[src/rtl/adc_spi_pkg.sv]
// ---------------------------------------------------------------------------
// adc_spi_pkg
//   Shared definitions for the multi-channel ADC serial capture block:
//   - state_e   : frame sequencer states (IDLE -> SHIFT -> GAP -> IDLE)
//   - cnt_width : width of the shared bit/gap counter, clog2 of the larger
//                 of FRAME_BITS and GAP_CYCLES (minimum 1 bit)
// ---------------------------------------------------------------------------
package adc_spi_pkg;

    typedef enum logic [1:0] {
        ST_IDLE  = 2'd0,
        ST_SHIFT = 2'd1,
        ST_GAP   = 2'd2
    } state_e;

    function automatic int cnt_width(input int frame_bits, input int gap_cycles);
        int m;
        m = (frame_bits > gap_cycles) ? frame_bits : gap_cycles;
        return (m > 1) ? $clog2(m) : 1;
    endfunction

endpackage

[src/rtl/adc_spi_multich_capture_if.sv]
// ---------------------------------------------------------------------------
// adc_spi_multich_capture_if
//   Valid/ready sample stream leaving the capture block.
//   SAMPLE_DATA  : NUM_CH*FRAME_BITS captured words, channel 0 in the LSBs
//   SAMPLE_VALID : SAMPLE_DATA holds a frame not yet consumed
//   SAMPLE_READY : consumer accepts the frame when VALID & READY
//   modport master : the capture block (drives data/valid)
//   modport slave  : the downstream consumer (drives ready)
// ---------------------------------------------------------------------------
interface adc_spi_multich_capture_if #(
    parameter int NUM_CH     = 2,
    parameter int FRAME_BITS = 16
);
    logic [NUM_CH*FRAME_BITS-1:0] SAMPLE_DATA;
    logic                         SAMPLE_VALID;
    logic                         SAMPLE_READY;

    modport master (
        output SAMPLE_DATA,
        output SAMPLE_VALID,
        input  SAMPLE_READY
    );

    modport slave (
        input  SAMPLE_DATA,
        input  SAMPLE_VALID,
        output SAMPLE_READY
    );
endinterface

[src/rtl/adc_spi_shift_chan.sv]
// ---------------------------------------------------------------------------
// adc_spi_shift_chan
//   One FRAME_BITS-wide MSB-first deserialiser for a single ADC SDO line.
//   Ports:
//     clk      : serial clock, rising edge
//     rst_n    : asynchronous active-low reset, clears the partial word
//     shift_en : high during each SHIFT cycle of a frame
//     sdo      : serial data from the ADC
//     word     : current shift register contents (complete after the frame)
// ---------------------------------------------------------------------------
module adc_spi_shift_chan #(
    parameter int FRAME_BITS = 16
) (
    input  logic                  clk,
    input  logic                  rst_n,
    input  logic                  shift_en,
    input  logic                  sdo,
    output logic [FRAME_BITS-1:0] word
);

    logic [FRAME_BITS-1:0] shreg_q;
    logic [FRAME_BITS-1:0] shreg_d;

    always_comb begin
        shreg_d = shreg_q;
        if (shift_en) begin
            shreg_d = {shreg_q[FRAME_BITS-2:0], sdo};
        end
    end

    // NOTE: the shift register is a plain register, not a memory, so it is
    // reset; a reset mid-frame must leave no partial word behind.
    always_ff @(posedge clk or negedge rst_n) begin
        if (!rst_n) begin
            shreg_q <= '0;
        end else begin
            shreg_q <= shreg_d;
        end
    end

    assign word = shreg_q;

endmodule

[src/rtl/adc_spi_multich_capture.sv]
// ---------------------------------------------------------------------------
// adc_spi_multich_capture
//   Drives one shared SYNC/SDI pair to NUM_CH ADCs and deserialises their
//   SDO lines in parallel. Frames run single-shot (one per START) or
//   back-to-back (CONT_MODE). Each completed frame is loaded into a one-deep
//   output buffer with a valid/ready handshake; overwriting an unconsumed
//   frame raises a sticky OVERRUN flag.
//   Ports:
//     SCLK, RESET_N : clock (rising edge) and async active-low reset
//     ENABLE        : permits new frames to start
//     CONT_MODE     : 1 = continuous frames, 0 = one frame per START
//     START         : single-shot request, looked at in IDLE only
//     CMD_WORD      : word sent MSB first on SDI, latched at frame start
//     SDO[c]        : serial data from channel c
//     SYNC, SDI     : frame sync (low during frame) and command data
//     OVERRUN       : sticky overwrite flag, cleared by CLR_OVERRUN
//     BUSY          : a frame or its gap is in progress
//     FRAME_COUNT   : completed frames, wraps
//     smp           : sample stream (SAMPLE_DATA/VALID/READY)
// ---------------------------------------------------------------------------
module adc_spi_multich_capture
    import adc_spi_pkg::*;
#(
    parameter int NUM_CH     = 2,
    parameter int FRAME_BITS = 16,
    parameter int GAP_CYCLES = 4,
    parameter int CNT_W      = 16
) (
    input  logic                     SCLK,
    input  logic                     RESET_N,
    input  logic                     ENABLE,
    input  logic                     CONT_MODE,
    input  logic                     START,
    input  logic [FRAME_BITS-1:0]    CMD_WORD,
    input  logic [NUM_CH-1:0]        SDO,
    output logic                     SYNC,
    output logic                     SDI,
    output logic                     OVERRUN,
    input  logic                     CLR_OVERRUN,
    output logic                     BUSY,
    output logic [CNT_W-1:0]         FRAME_COUNT,
    adc_spi_multich_capture_if.master smp
);

    localparam int             CW       = cnt_width(FRAME_BITS, GAP_CYCLES);
    localparam logic [CW-1:0]  LAST_BIT = CW'(FRAME_BITS - 1);
    localparam logic [CW-1:0]  LAST_GAP = CW'(GAP_CYCLES - 1);
    localparam int             DW       = NUM_CH * FRAME_BITS;

    state_e                state_q,   state_d;
    logic [CW-1:0]         cnt_q,     cnt_d;
    logic [FRAME_BITS-1:0] cmd_q,     cmd_d;
    logic                  sync_q,    sync_d;
    logic                  sdi_q,     sdi_d;
    logic [DW-1:0]         data_q,    data_d;
    logic                  valid_q,   valid_d;
    logic                  overrun_q, overrun_d;
    logic [CNT_W-1:0]      count_q,   count_d;

    logic                  shift_en;
    logic                  load;
    logic                  accept;
    logic                  overwrite;
    logic [DW-1:0]         chan_words;

    // One deserialiser per SDO line; all shift together during SHIFT.
    for (genvar ch = 0; ch < NUM_CH; ch++) begin : g_chan
        adc_spi_shift_chan #(
            .FRAME_BITS (FRAME_BITS)
        ) u_chan (
            .clk      (SCLK),
            .rst_n    (RESET_N),
            .shift_en (shift_en),
            .sdo      (SDO[ch]),
            .word     (chan_words[ch*FRAME_BITS +: FRAME_BITS])
        );
    end

    // NOTE: every variable assigned here gets a default first, so no path
    // leaves one unassigned and no latch can be inferred.
    always_comb begin
        state_d   = state_q;
        cnt_d     = cnt_q;
        cmd_d     = cmd_q;
        sync_d    = sync_q;
        sdi_d     = sdi_q;
        data_d    = data_q;
        valid_d   = valid_q;
        overrun_d = overrun_q;
        count_d   = count_q;
        shift_en  = 1'b0;
        load      = 1'b0;

        unique case (state_q)
            ST_IDLE: begin
                sync_d = 1'b1;
                sdi_d  = 1'b0;
                if (ENABLE && (CONT_MODE || START)) begin
                    state_d = ST_SHIFT;
                    cnt_d   = '0;
                    sync_d  = 1'b0;
                    // SDI is registered, so the MSB goes out on entry and
                    // the rest of the word waits in cmd_q.
                    sdi_d   = CMD_WORD[FRAME_BITS-1];
                    cmd_d   = CMD_WORD << 1;
                end
            end
            ST_SHIFT: begin
                shift_en = 1'b1;
                if (cnt_q == LAST_BIT) begin
                    state_d = ST_GAP;
                    cnt_d   = '0;
                    sync_d  = 1'b1;
                    sdi_d   = 1'b0;
                end else begin
                    cnt_d   = cnt_q + 1'b1;
                    sdi_d   = cmd_q[FRAME_BITS-1];
                    cmd_d   = cmd_q << 1;
                end
            end
            ST_GAP: begin
                // Shift registers hold the complete frame from the first
                // gap cycle onward; copy them out then.
                load = (cnt_q == '0);
                if (cnt_q == LAST_GAP) begin
                    state_d = ST_IDLE;
                    cnt_d   = '0;
                end else begin
                    cnt_d   = cnt_q + 1'b1;
                end
            end
            default: begin
                state_d = ST_IDLE;
                cnt_d   = '0;
                sync_d  = 1'b1;
                sdi_d   = 1'b0;
            end
        endcase

        // Output buffer: a load always wins; the old frame is either taken
        // this same cycle (accept) or lost (overwrite).
        if (load) begin
            data_d  = chan_words;
            valid_d = 1'b1;
            count_d = count_q + 1'b1;
        end else if (accept) begin
            valid_d = 1'b0;
        end

        // Set is applied after clear so a new overrun beats CLR_OVERRUN.
        if (CLR_OVERRUN) begin
            overrun_d = 1'b0;
        end
        if (overwrite) begin
            overrun_d = 1'b1;
        end
    end

    assign accept    = valid_q && smp.SAMPLE_READY;
    assign overwrite = load && valid_q && !smp.SAMPLE_READY;

    // NOTE: sequential state uses non-blocking assignments so every flop
    // samples the pre-edge values, independent of statement order.
    always_ff @(posedge SCLK or negedge RESET_N) begin
        if (!RESET_N) begin
            state_q   <= ST_IDLE;
            cnt_q     <= '0;
            cmd_q     <= '0;
            sync_q    <= 1'b1;
            sdi_q     <= 1'b0;
            data_q    <= '0;
            valid_q   <= 1'b0;
            overrun_q <= 1'b0;
            count_q   <= '0;
        end else begin
            state_q   <= state_d;
            cnt_q     <= cnt_d;
            cmd_q     <= cmd_d;
            sync_q    <= sync_d;
            sdi_q     <= sdi_d;
            data_q    <= data_d;
            valid_q   <= valid_d;
            overrun_q <= overrun_d;
            count_q   <= count_d;
        end
    end

    assign SYNC             = sync_q;
    assign SDI              = sdi_q;
    assign OVERRUN          = overrun_q;
    assign BUSY             = (state_q != ST_IDLE);
    assign FRAME_COUNT      = count_q;
    assign smp.SAMPLE_DATA  = data_q;
    assign smp.SAMPLE_VALID = valid_q;

endmodule

[src/flat_wrapper.sv]
// flat-port wrapper written by rule: the top's interface ports become plain ports
module adc_spi_multich_capture_flat import adc_spi_pkg::*;
#(
    parameter int NUM_CH     = 2,
    parameter int FRAME_BITS = 16,
    parameter int GAP_CYCLES = 4,
    parameter int CNT_W      = 16
)
  (SCLK, RESET_N, ENABLE, CONT_MODE, START, CMD_WORD, SDO, SYNC, SDI, OVERRUN, CLR_OVERRUN, BUSY, FRAME_COUNT, smp_SAMPLE_DATA, smp_SAMPLE_VALID, smp_SAMPLE_READY);
  adc_spi_multich_capture_if #(.NUM_CH(NUM_CH), .FRAME_BITS(FRAME_BITS)) smp_i ();
  input  logic SCLK;
  input  logic RESET_N;
  input  logic ENABLE;
  input  logic CONT_MODE;
  input  logic START;
  input  logic [FRAME_BITS-1:0] CMD_WORD;
  input  logic [NUM_CH-1:0] SDO;
  output logic SYNC;
  output logic SDI;
  output logic OVERRUN;
  input  logic CLR_OVERRUN;
  output logic BUSY;
  output logic [CNT_W-1:0] FRAME_COUNT;
  output wire logic [$bits(smp_i.SAMPLE_DATA)-1:0] smp_SAMPLE_DATA;
  output wire logic [$bits(smp_i.SAMPLE_VALID)-1:0] smp_SAMPLE_VALID;
  input wire logic [$bits(smp_i.SAMPLE_READY)-1:0] smp_SAMPLE_READY;
  assign smp_SAMPLE_DATA = smp_i.SAMPLE_DATA;
  assign smp_SAMPLE_VALID = smp_i.SAMPLE_VALID;
  assign smp_i.SAMPLE_READY = smp_SAMPLE_READY;
  adc_spi_multich_capture #(.NUM_CH(NUM_CH), .FRAME_BITS(FRAME_BITS), .GAP_CYCLES(GAP_CYCLES), .CNT_W(CNT_W)) u_core (.SCLK(SCLK), .RESET_N(RESET_N), .ENABLE(ENABLE), .CONT_MODE(CONT_MODE), .START(START), .CMD_WORD(CMD_WORD), .SDO(SDO), .SYNC(SYNC), .SDI(SDI), .OVERRUN(OVERRUN), .CLR_OVERRUN(CLR_OVERRUN), .BUSY(BUSY), .FRAME_COUNT(FRAME_COUNT), .smp(smp_i));
endmodule
[config.mk]
export PLATFORM = sky130hd
export DESIGN_NAME = adc_spi_multich_capture_flat
export DESIGN_NICKNAME = d
export VERILOG_FILES = /design/src/rtl/adc_spi_pkg.sv /design/src/rtl/adc_spi_multich_capture_if.sv /design/src/rtl/adc_spi_shift_chan.sv /design/src/rtl/adc_spi_multich_capture.sv /design/src/flat_wrapper.sv
export SDC_FILE = /design/constraint.sdc
export NUM_CORES = 1
export LEC_CHECK = 0
export ABC_CLOCK_PERIOD_IN_PS = 1600
export CAP_MARGIN = 25
export CELL_PAD_IN_SITES_DETAIL_PLACEMENT = 2
export CELL_PAD_IN_SITES_GLOBAL_PLACEMENT = 2
export CORE_MARGIN = 4
export CORE_UTILIZATION = 31
export DETAILED_ROUTE_END_ITERATION = 16
export GPL_TIMING_DRIVEN = 0
export PLACE_DENSITY = 0.76
export SLEW_MARGIN = 20
export SYNTH_ARGS = -nofsm -noshare
export SYNTH_HDL_FRONTEND = slang
export SYNTH_SLANG_ARGS = --single-unit
[constraint.sdc]
create_clock -name SCLK -period 1.6 [get_ports SCLK]
set_clock_uncertainty 0.05 [all_clocks]
set_input_delay 0.32 -clock SCLK [delete_from_list [all_inputs] [get_ports SCLK]]
set_output_delay 0.32 -clock SCLK [all_outputs]
set_load 0.005 [all_outputs]
==> summary.txt <==
Route
  – Via density: around 4.8
  – Iteration-0 DRC Markers: 135
  – Routed Antenna Nets: 0
  – Pre-antenna DRT Iters: 6
  – DRC: 0
  – WL final: approximately 16 mm
  – Avg WL per Cell: approximately 21 um
  – Vias: around 3500

Global routing
  – Initial antenna violation count: 0
  – Total grt overflow: 0
  – First-pass GRT wire length: 20.77 mm
  – Number of global-route vias before repair: around 3900
  – Largest net degree at the start of global routing: 72
  – All-layer global routing usage: between 10% and 20%

Setup path
  – Critical Path RT: between 1500 and 2000 ps
  – Worst-path fanout max: 6
  – Critical Path Start Type: flop
  – Worst EP arrival: ~2100 ps
  – Critical Path Sink Type: flop
  – Crit-path cells: ha_2, or4b_4, o211a_4, o21ai_2, o31a_1
  – Crit path kind: reg2reg
  – Max incr delay on CP: a little under 500 ps
  – Worst path slowest cell: or4b_4

Logic synthesis
  – Post-Syn Instances: just under 400
  – Ys flop type: dfrtp_1
  – Seq/Total Area, Yosys: 59.89%
  – Asr flop ratio synth: between 90% and 100%
  – Syn Std Cell Area: roughly 4400 sq um
  – Yosys warns: 0
  – Synth cell count leaders: 107 x nand2_1, 104 x dfrtp_1, 32 x mux2_2, 23 x nor2_1
  – Post-synthesis cell type count: roughly 40
  – Synth top area share: 59.29%
  – Syn avg cell area: 11.11 sq um
  – Top post-synthesis cells by area: dfrtp_1 59%, nand2_1 9.2%, mux2_2 8.2%
  – Syn_nets: about 430
  – Count leader, synth: nand2_1
  – Most area-hungry cell type in the Yosys netlist: dfrtp_1
  – Post-synth EDFFs: 0
  – Synth Register Bits: between 100 and 150

Worst hold path
  – Hold Crit Class: in2async

STA
  – Max-slew violation count: 0
  – Final period util: 114.5%
  – Slew headroom: 75.02%
  – Setup Viol. Count Final: a little under 90
  – Endpoints failing hold: 0
  – Period minus WS final: between 1500 and 2000 ps
  – Worst Tran Pin Value: 374.8 ps
  – Peak Freq: approximately 550 MHz
  – Hold WS: ~380 ps
  – Worst Setup Slack, final: -232.1 ps
  – Setup TNS: -9465 ps
  – RSZ-0062 raised after global routing: true

Floorplanning
  – Io pins: 78
  – Die area: roughly 16000 sq um
  – Initial core utilization: roughly a third
  – Num rows: 43
  – Die width: around 130 um
  – Core ar.: between 10000 and 15000 sq um
  – Die H: ~130 um

Flow run
  – MaxCap Viol Count: 0

Clock network
  – Clk_lat worst skew: 360 ps
  – CTS Buf Count: 9
  – CTS root buf: clkbuf_16
  – Deepest clock path buffer count: 2
  – Number of H-tree levels: 3
  – TritonCTS clock tree: done
  – Clock sink count: 105
  – Clock transition at path regs: around 70 ps

Pwr
  – Sw Ratio: 37.04%
  – IR Drop Worst-Case VDD: about 870 uV
  – Int Pwr: 9.088 mW
  – Power, Total: about 14 mW
  – Static Leakage: around 3.8 nW
  – Seq pwr share: about a third
  – Sw power: 5.346 mW
  – Clk pwr share: about 18%
  – Combinational power share: approximately 50%
  – Power Density: 2022 nW/um^2

Run status
  – Failing checks: negative setup slack
  – Status: finished with violations

Placed design
  – Place WS: -405.2 ps
  – Detailed Place HPWL: 8.081 mm
  – Number of I/O port buffers: a little under 80
  – GP Congestion: about 0.73

Cells and area
  – Area Growth Syn to Fin: 62.66%
  – Final nets: 572
  – Diode count: 0
  – Fillers: ~1300
  – Util after Layout: around 50%
  – Share of cells above drive strength 1: a little over two fifths
## metrics by stage
stage               instance area (sq um)  cells
CTS                                  6347    704
floorplan                            4400    395
global route                         7139    726
detailed placement                   5425    653
finish                               7139    726
global placement                     5396    652
## cell type report
cell class	instances	area, sq um	area share [%]
Clock buffer	12	266.5	3.733
Inverter	10	41.29	0.5783
Buffer	13	178.9	2.506
Clock inverter	4	73.82	1.034
Timing Repair Buffer	142	1558	21.82
Sequential cell	105	2633	36.87
Multi-Input combinational cell	260	2163	30.30
Tap cell	180	225.2	3.155
## worst paths after layout
| path | to | startpoint | depth (start not counted) | slack [ps] |
|---|---|---|---|---|
| worst max-delay path | u_core.state_q[1] | u_core.cnt_q[1] | 5 | -230 |
| worst min-delay path | u_core.FRAME_COUNT[8] | RESET_N | 2 | 380 |
| worst max register to register | u_core.state_q[1] | u_core.cnt_q[1] | 5 | -230 |
| worst min register to register | u_core.smp.SAMPLE_DATA[21] | u_core.smp.SAMPLE_DATA[21] | 2 | 430 |
| max in group asynchronous | u_core.SYNC | RESET_N | 3 | 430 |
| min in group SCLK | u_core.smp.SAMPLE_DATA[21] | u_core.smp.SAMPLE_DATA[21] | 2 | 430 |
## cell families after synthesis
| family | count (synthesis) | share of synthesized area, % |
|---|---|---|
| adder cells (fa/ha/maj) | 6 | 1.710 |
| multiplexers | 46 | 11.40 |
| AND/OR/NAND/NOR | 159 | 15.74 |
| AO/OA/AOI/OAI | 34 | 4.875 |
| buffers and inverters | 30 | 3.392 |
| flip-flops | 105 | 59.89 |
| XOR/XNOR | 15 | 2.993 |
## critical path: cells and delay by family (launching register included)
kind / cells / cell delay [ps]
AOI/OAI and AO/OA: 3 / 500
and+or+nand+nor: 1 / 490
DFF: 1 / 420
adders and majority gates: 1 / 320
## sequential cells by signal, summed over array words and instances, names as in the netlist
name / count
u_core.smp.SAMPLE_DATA: 32
u_core.FRAME_COUNT: 16
u_core.smp.SAMPLE_VALID: 1
u_core.SYNC: 1
u_core.SDI: 1
u_core.cmd_q: 15
u_core.state_q: 2
u_core.g_chan.u_chan.word: 32
u_core.cnt_q: 4
u_core.OVERRUN: 1
## power by group through the flow
| stage | logic [mW] | registers, mW | clock network [mW] |
|---|---|---|---|
| floorplan | 2.44 | 4.30 | 0 |
| CTS | 5.64 | 4.41 | 2.57 |
| detailed placement | 4.24 | 4.49 | 0 |
| global route | 7.78 | 4.78 | 2.73 |
| global placement | 4.00 | 4.40 | 0 |
| finish | 7.23 | 4.65 | 2.55 |
## timing repair
item / CTS / global route
gates resized for setup: 106 / 174
buffers inserted: 29 / 27
hold buffers: 1 / 0
endpoints found under the setup margin: 135 / 123
pin swaps: 7 / 74
gates cloned: 6 / 3
endpoints found under the hold margin: 34 / 0
## cells in the final DEF, fill, tap and decap left out, drive strengths merged, types with 2 or more instances in the layout
| master | Yosys | layout |
|---|---|---|
| a21oi | 14 | 14 |
| and2 | 3 | 3 |
| and3 | 2 | 2 |
| and4 | 5 | 5 |
| buf | 19 | 74 |
| bufinv | 0 | 2 |
| clkbuf | 1 | 17 |
| clkdlybuf4s50 | 0 | 28 |
| clkinv | 0 | 2 |
| dfrtp | 104 | 104 |
| dlygate4sd2 | 0 | 21 |
| dlymetal6s2s | 0 | 26 |
| ha | 6 | 6 |
| inv | 10 | 9 |
| mux2 | 32 | 32 |
| mux2i | 14 | 14 |
| nand2 | 107 | 107 |
| nand3 | 6 | 6 |
| nand4 | 6 | 6 |
| nor2 | 23 | 23 |
| o21ai | 9 | 9 |
| o31a | 2 | 2 |
| xnor2 | 13 | 13 |
| xor2 | 2 | 2 |
## routing by layer
metal / track usage (%) / vias to the layer above / part of all wire (%)
met1: 19.07 / 1811 / 39
li1: - / 1613 / -
met2: 30.42 / 71 / 56
met4: 4.795 / 0 / 1.4
met3: 3.261 / 17 / 2.8
met5: 0 / - / 0
(Power assumes the default switching activity.)
